## config.mk

```make
export PLATFORM = sky130hd
export DESIGN_NAME = nv_ram_rwsp_160x16
export DESIGN_NICKNAME = d
export VERILOG_FILES = /design/src/rtl/nv_ram_rwsp_160x16_pkg.sv /design/src/rtl/nv_ram_array_160x16.sv /design/src/rtl/nv_ram_rwsp_160x16.sv
export SDC_FILE = /design/constraint.sdc
export NUM_CORES = 2
export LEC_CHECK = 0
export CAP_MARGIN = 20
export CORE_AREA = 2 2 692 419
export DETAILED_ROUTE_END_ITERATION = 8
export DIE_AREA = 0 0 694 421
export HOLD_SLACK_MARGIN = 0.08
export MAX_ROUTING_LAYER = met4
export PLACE_DENSITY = 0.6
export SETUP_SLACK_MARGIN = 0.3
export SLEW_MARGIN = 5
export SYNTH_ARGS = -nofsm -noshare
export SYNTH_HDL_FRONTEND = slang
export SYNTH_SLANG_ARGS = --single-unit
export TNS_END_PERCENT = 30
```

## constraint.sdc

```tcl
create_clock -name nvdla_core_clk_mgated -period 2.6 [get_ports nvdla_core_clk_mgated]
set_clock_uncertainty 0.15 [all_clocks]
set_input_delay 0.78 -clock nvdla_core_clk_mgated [delete_from_list [all_inputs] [get_ports nvdla_core_clk_mgated]]
set_output_delay 0.78 -clock nvdla_core_clk_mgated [all_outputs]
set_load 0.02 [all_outputs]
```

## src/rtl/nv_ram_rwsp_160x16_pkg.sv

```systemverilog
// Shared geometry and address helpers for the 160x16 read/write scratch RAM.
package nv_ram_rwsp_160x16_pkg;

  localparam int RAM_DEPTH    = 160;
  localparam int RAM_WIDTH    = 16;
  localparam int RAM_AW       = 8;
  localparam int RAM_LAST_ADR = 159;

  typedef logic [RAM_AW-1:0]    ram_adr_t;
  typedef logic [RAM_WIDTH-1:0] ram_word_t;

  // The 8-bit address space is wider than the array; anything above the
  // last entry is treated as "no such word".
  function automatic logic adr_in_range(input ram_adr_t adr);
    return (adr <= RAM_AW'(RAM_LAST_ADR));
  endfunction

endpackage

```

## src/rtl/nv_ram_array_160x16.sv

```systemverilog
// Plain storage array: registered write, asynchronous read, no reset.
// Callers are responsible for keeping addresses in range.
module nv_ram_array_160x16
  import nv_ram_rwsp_160x16_pkg::*;
(
  input  logic      nvdla_core_clk_mgated,
  input  logic      we_i,
  input  ram_adr_t  wa_i,
  input  ram_word_t di_i,
  input  ram_adr_t  ra_i,
  output ram_word_t rdata_o
);

  ram_word_t mem_q [0:RAM_DEPTH-1];

  // Store the incoming word on a qualified write; contents survive reset.
  always_ff @(posedge nvdla_core_clk_mgated) begin
    if (we_i) begin
      mem_q[wa_i] <= di_i;
    end
  end

  // Combinational read returns the pre-edge contents, which is what gives
  // read-before-write behaviour when read and write hit the same entry.
  assign rdata_o = mem_q[ra_i];

endmodule

```

## src/rtl/nv_ram_rwsp_160x16.sv

```systemverilog
// 160x16 RAM with one write port and a two-stage pipelined read port:
// re captures a word into rd_q, ore moves rd_q into the dout register.
module nv_ram_rwsp_160x16
  import nv_ram_rwsp_160x16_pkg::*;
#(
  parameter logic FORCE_CONTENTION_ASSERTION_RESET_ACTIVE = 1'b0
) (
  input  logic        nvdla_core_clk_mgated,
  input  logic        nvdla_core_rstn,
  input  logic [31:0] pwrbus_ram_pd,
  input  logic [7:0]  wa,
  input  logic        we,
  input  logic [15:0] di,
  input  logic [7:0]  ra,
  input  logic        re,
  input  logic        ore,
  output logic [15:0] dout
);

  ram_word_t rd_q, rd_d;
  ram_word_t dout_q, dout_d;
  ram_word_t arr_rdata;
  logic      wa_ok, ra_ok, wr_en;

  // Power-down bus is reserved: kept as a port, deliberately unused.
  logic unused_pwrbus;
  assign unused_pwrbus = ^pwrbus_ram_pd;

  assign wa_ok = adr_in_range(wa);
  assign ra_ok = adr_in_range(ra);
  assign wr_en = we & wa_ok;

  nv_ram_array_160x16 u_array (
    .nvdla_core_clk_mgated (nvdla_core_clk_mgated),
    .we_i                  (wr_en),
    .wa_i                  (wa),
    .di_i                  (di),
    .ra_i                  (ra),
    .rdata_o               (arr_rdata)
  );

  // Next-state for both read stages; ore always sees the pre-edge rd_q so
  // re and ore together advance the pipeline by one word.
  always_comb begin
    rd_d   = rd_q;
    dout_d = dout_q;
    if (re) begin
      rd_d = ra_ok ? arr_rdata : '0;
    end
    if (ore) begin
      dout_d = rd_q;
    end
  end

  // Read pipeline registers; asynchronous reset clears any pending read.
  always_ff @(posedge nvdla_core_clk_mgated or negedge nvdla_core_rstn) begin
    if (!nvdla_core_rstn) begin
      rd_q   <= '0;
      dout_q <= '0;
    end else begin
      rd_q   <= rd_d;
      dout_q <= dout_d;
    end
  end

  assign dout = dout_q;

  // Simulation-only warning when a read and a write hit the same entry on
  // one edge; the client can mask it when it ignores that read.
  always_ff @(posedge nvdla_core_clk_mgated) begin
    if (FORCE_CONTENTION_ASSERTION_RESET_ACTIVE == 1'b0 && nvdla_core_rstn) begin
      assert (!(wr_en && re && (wa == ra)))
        else $error("nv_ram_rwsp_160x16: read/write contention at address %0d", ra);
    end
  end

endmodule

```

== Word level (Yosys, flattened, before mapping) ==
Memory sizes are Yosys's and may differ from the RTL's.
Cells that the tools add are included.

* Register bits after elaboration: 32
* Memory bits (writable): 2560
* Input port bits: 69
* Output and inout port bits: 16
* Memories: 1

{| class="wikitable"
|+ Memories
! name !! depth !! bits a word !! rd ports !! clocked after memory_dff !! write ports !! line !! source
|-
| u_array.mem_q || 160 || 16 || 1 || 0 || 1 || nv_ram_array_160x16.sv:14 || <nowiki>ram_word_t mem_q [0:RAM_DEPTH-1];</nowiki>
|}

* Magnitude comparators: 2
* Muxes and demuxes: 3
* Bitwise logic cells: 1

{| class="wikitable"
|+ Operators with widths
! cell !! count
|-
| $le A8 B8 Y1 const B || 2
|-
| $mux W16 || 1
|-
| $mux W1 || 2
|-
| $and A1 B1 Y1 || 1
|}

== Depth between registers and ports, before layout ==
* Depth in word-level cells: 4
* Gate-level depth with buffers: 11
* Depth with buffers taken out: 6

== Modules after synthesis ==
A second synthesis with hierarchy kept.

* Cell total of the unflattened synthesis: 4511
* Area, all modules: 99998.4 µm²

{| class="wikitable"
|+ Modules (own cells, without submodules)
! module !! instances !! cells an instance !! area an instance (µm²) !! seq. area each (µm²)
|-
| nv_ram_array_160x16 || 1 || 4406 || 98683.4 || 76873.7
|-
| nv_ram_rwsp_160x16 || 1 || 105 || 1315.0 || 800.8
|}

== Least setup slack after synthesis ==
OpenSTA, ideal clock, no wires.

* Kind: input -> register
* Start point: input port ra[0]
* End point: register rd_q[12]
* Setup time: 0.141 ns
* Data arrival time: 2.775 ns
* Slack: -0.465 ns
* Stages: 7
* Path through: buf_4 buf_4 buf_2 mux4_2 mux4_2 a211oi_1 a41oi_1

* Cells in the longest elaborated chain, start to end: 2
* Elaborated cells on any way between the ends: 3

{| class="wikitable"
|+ RTL lines
! item !! line !! source
|-
| start, declared || nv_ram_rwsp_160x16.sv:14 || <nowiki>input logic [7:0] ra,</nowiki>
|-
| $mem_v2 Z160 W16 / $le A8 B8 Y1 (equally long branches) || - ||
|-
| $mux W16 * || nv_ram_rwsp_160x16.sv:48 || <nowiki>rd_d = ra_ok ? arr_rdata : '0;</nowiki>
|-
| end signal, assigned || nv_ram_rwsp_160x16.sv:61 || <nowiki>rd_q <= rd_d;</nowiki>
|-
| end, declared || nv_ram_rwsp_160x16.sv:20 || <nowiki>ram_word_t rd_q, rd_d;</nowiki>
|}

Mark *: on every way between the ends. The rest lies on a longest branch, timed or not.
A chain may end at the register's enable or synchronous reset.

== Worst setup path after layout ==
* Start point: input port ra[0]
* End point: register rd_q[3]

Same word-level chain as after synthesis.

==> summary.md <==
| Metric | Value |
|---|---|
| Outcome | finished, violations left |
| Failing checks | setup timing |
| Initial antenna violation count | 18 |
| FF-to-FF Start | u_array.mem_q[78][11] |
| Reg2Reg Depth | 8 |
| Worst Tran Pin Value | a little over 0.8 ns |
| TritonCTS Buffers | between 200 and 250 |
| Fin. Hold Viols | 0 |
| Layout cells sized above 1 | 0.394 |
| Flop2flop setup slack | about 0.080 ns |
| Post-synth EDFFs | around 2600 |
| ANT nets after route | 0 |
| Unrepaired setup endpoints after global routing | true |
| DRT Pass-1 Iters | 5 |
| Cell Area, Synth | roughly 100000 sq um |
| Core footprint | between 200000 and 300000 sq um |
| LEAKAGE | 38.7 nW |
| Slew headroom | 0.455 |
| Crit share post-route | 1.03 |
| Hold/Removal Path Class | in -> reg |
| Flops & latches, synth | between 2000 and 3000 |
| Crit path cell chain | buf_16 > buf_12 > buf_16 > buf_4 > buf_16 > mux4_2 > mux4_2 > o211ai_1 > a41oi_1 |
| Worst path max stage delay | about 0.55 ns |
| Hold EP | u_array.mem_q[144][8] |
| Slew Viols, Final | 0 |
| Main combinational cell family by area after synthesis | multiplexers |
| First-pass GRT wire length | a little under 400000 um |
| Worst skew pair latency | between 0.9 and 1 ns |
| YS warnings | 0 |
| Largest net degree at the start of global routing | roughly 120 |
| Vias in the first global route | 48600 |
| Commonest non-fill, non-tap cells in the layout | edfxtp_1 (2560), mux4_2 (734), buf_4 (454), buf_12 (289), clkbuf_16 (224) |
| Final Total Pwr | around 85 mW |
| Hold Startpoint | di[8] |
| IO Port Bufs | 52 |
| Synth-to-Final Area Change | 22.3% |
| Most common cell after layout, fill and taps aside | edfxtp_1 |
| Met2 usage | 0.261 |
| Sequential fraction of the synthesis area | 0.780 |
| CTS tree | yes |
| Cell mode on critical path | buf_16 |
| GRT Overall Usage | 0.199 |
| Max Cap Violations | 0 |
| CP Capture Type | register |
| Root Driver | clkbuf_16 |
| Reg clk slew, reported paths | 0.07 ns |
| WP data arrival | ~3.3 ns |
| Htree depth | 4 |
| Synth Area in Adders | 0 |
| CP startpoint kind | input pin |
| Mapped Cells | 4256 |
| Initial Util | 0.347 |
| Synth unique cells | 51 |
| Ys flop type | edfxtp_1 |
| Final #Nets | 5170 |
| Critical path startpoint | ra[0] |
| Final setup viols | 11 |
| WP data required | ~3.2 ns |
| Tmin final | between 2 and 3 ns |
| Finished Core Util | 0.424 |
| Synthesized Nets | 4325 |
| Die area | 292000 sq um |
| Met1 Usage GRT | 0.307 |
| Core Rows | 153 |
| CTS max path bufs | 4 |
| Via density | 5.58 |
| PwrDens | between 700 and 800 nW/um^2 |
| Synth async-reset ratio | 0.0123 |
| Crit path max fanout | 11 |
| Slowest CP cell | mux4_2 |
| Compound-Gate Fraction of Synth Area | 0.0119 |
| Top Usage Layer GRT | met1 |
| Wire per inst | roughly 32 um |
| DIE WIDTH | 694 um |
| Reg-to-reg endpoint | rd_q[11] |
| Grt total ovfl | 0 |
| Height of the die | between 400 and 500 um |
| DP HPWL | roughly 180000 um |
| Peak supply drop | 0.000687 V |
| DRT Wirelength | between 200000 and 300000 um |
| DRC viols | 0 |
| Synth Area in Simple Gates | 0.0175 |
| Multiplexer area fraction after synthesis | 0.179 |
| Clock sinks | between 2000 and 3000 |
| Avg Inst Size Synth | approximately 23 sq um |
| Initial DRC count | between 8000 and 9000 |
| Filler cell count | approximately 24000 |
| Post-synthesis xor/xnor area fraction | 0 |
| GP Congestion | between 0.8 and 0.9 |
| Setup TNS | -0.416 ns |
| Crit path kind | in -> reg |
| Final WS setup | -0.0847 ns |
| Met3 GRT Util | 0.0594 |
| WHS Path Cells | 1 |
| DR vias | between 50000 and 60000 |
| Fmax | about 0.37 GHz |
| I/O pin cnt | 85 |
-- metal layers --
metal / wire, um / part of all wire
met5: 0 / 0
met4: 4580 / 0.016
met3: 36700 / 0.13
met2: 119000 / 0.41
met1: 126000 / 0.44
-- worst max-delay path: cells and delay by family --
| kind | cells | cell delay, ns |
|---|---|---|
| buffers and inverters | 5 | 0.85 |
| muxes | 2 | 1.04 |
| AOI/OAI and AO/OA | 2 | 0.58 |
-- synthesized netlist by cell type, drive strengths merged (10+ instances only) --
| cell | count | area (sq um) |
|---|---|---|
| nor2 | 209 | 785 |
| nand2b | 10 | 62.6 |
| mux2i | 95 | 951 |
| a31oi | 17 | 106 |
| a22oi | 19 | 143 |
| edfxtp | 2560 | 76900 |
| clkbuf | 85 | 319 |
| nand2 | 78 | 293 |
| dfrtp | 32 | 801 |
| nand3 | 20 | 100 |
| buf | 146 | 828 |
| nor2b | 53 | 332 |
| a211oi | 32 | 240 |
| mux2 | 26 | 293 |
| mux4 | 734 | 16500 |
| o21ai | 28 | 140 |
| a21oi | 37 | 185 |
-- flip-flops by register name (all words and copies together), names as in the netlist --
signal / cells
dout: 16
u_array.mem_q: 2560
rd_q: 16
-- worst max path at each step --
stage,endpoint,slack (ns)
after floorplan,rd_q[14],-0.23
after global placement,rd_q[15],-1.37
after detailed placement,rd_q[15],-1.31
after CTS,rd_q[7],-0.02
after global routing,rd_q[9],-0.09
final,rd_q[3],-0.08
-- timing repair --
action                                  CTS  global route
setup buffers                            24             6
cloned                                   11             1
endpoints found under the setup margin   32            32
pin swaps                                16            16
hold buffers                              3             0
resized for setup                       156           110
hold endpoints to repair                 32             0
-- through the flow --
stage	area (sq um)	std cells	hold WS (ns)	worst slack, ns
2_1_floorplan	100000	4256	0.321	-0.228
3_3_place_gp	113000	8629	0.352	-1.37
3_5_place_dp	113000	8629	0.358	-1.31
4_1_cts	121000	9054	0.100	-0.0196
5_1_grt	122000	9061	0.119	-0.0890
6_report	122000	9066	0.150	-0.0847
-- layout make-up --
cell class / instances / area (sq um) / share of cell area
clock inverters: 124 / 1270 / 0.0104
multi-input cells: 1430 / 21400 / 0.176
repair buffers: 852 / 10800 / 0.0890
diodes: 5 / 12.5 / 0.000103
clock buffers: 263 / 5740 / 0.0472
flip-flops and latches: 2592 / 77700 / 0.638
well taps: 3797 / 4750 / 0.0390
inverters: 3 / 11.3 / 0.0000925
-- logic make-up after synthesis --
logic type | Yosys count
flops | 2592
buf+inv | 234
mux | 855
simple gates | 398
compound gates | 177
-- power by group --
part | switching, mW | internal, mW
combinational | 3.30 | 2.52
clock | 15.1 | 18.2
sequential | 0.128 | 46.0
total | 18.6 | 66.7
Power figures use the tool's default switching activity.
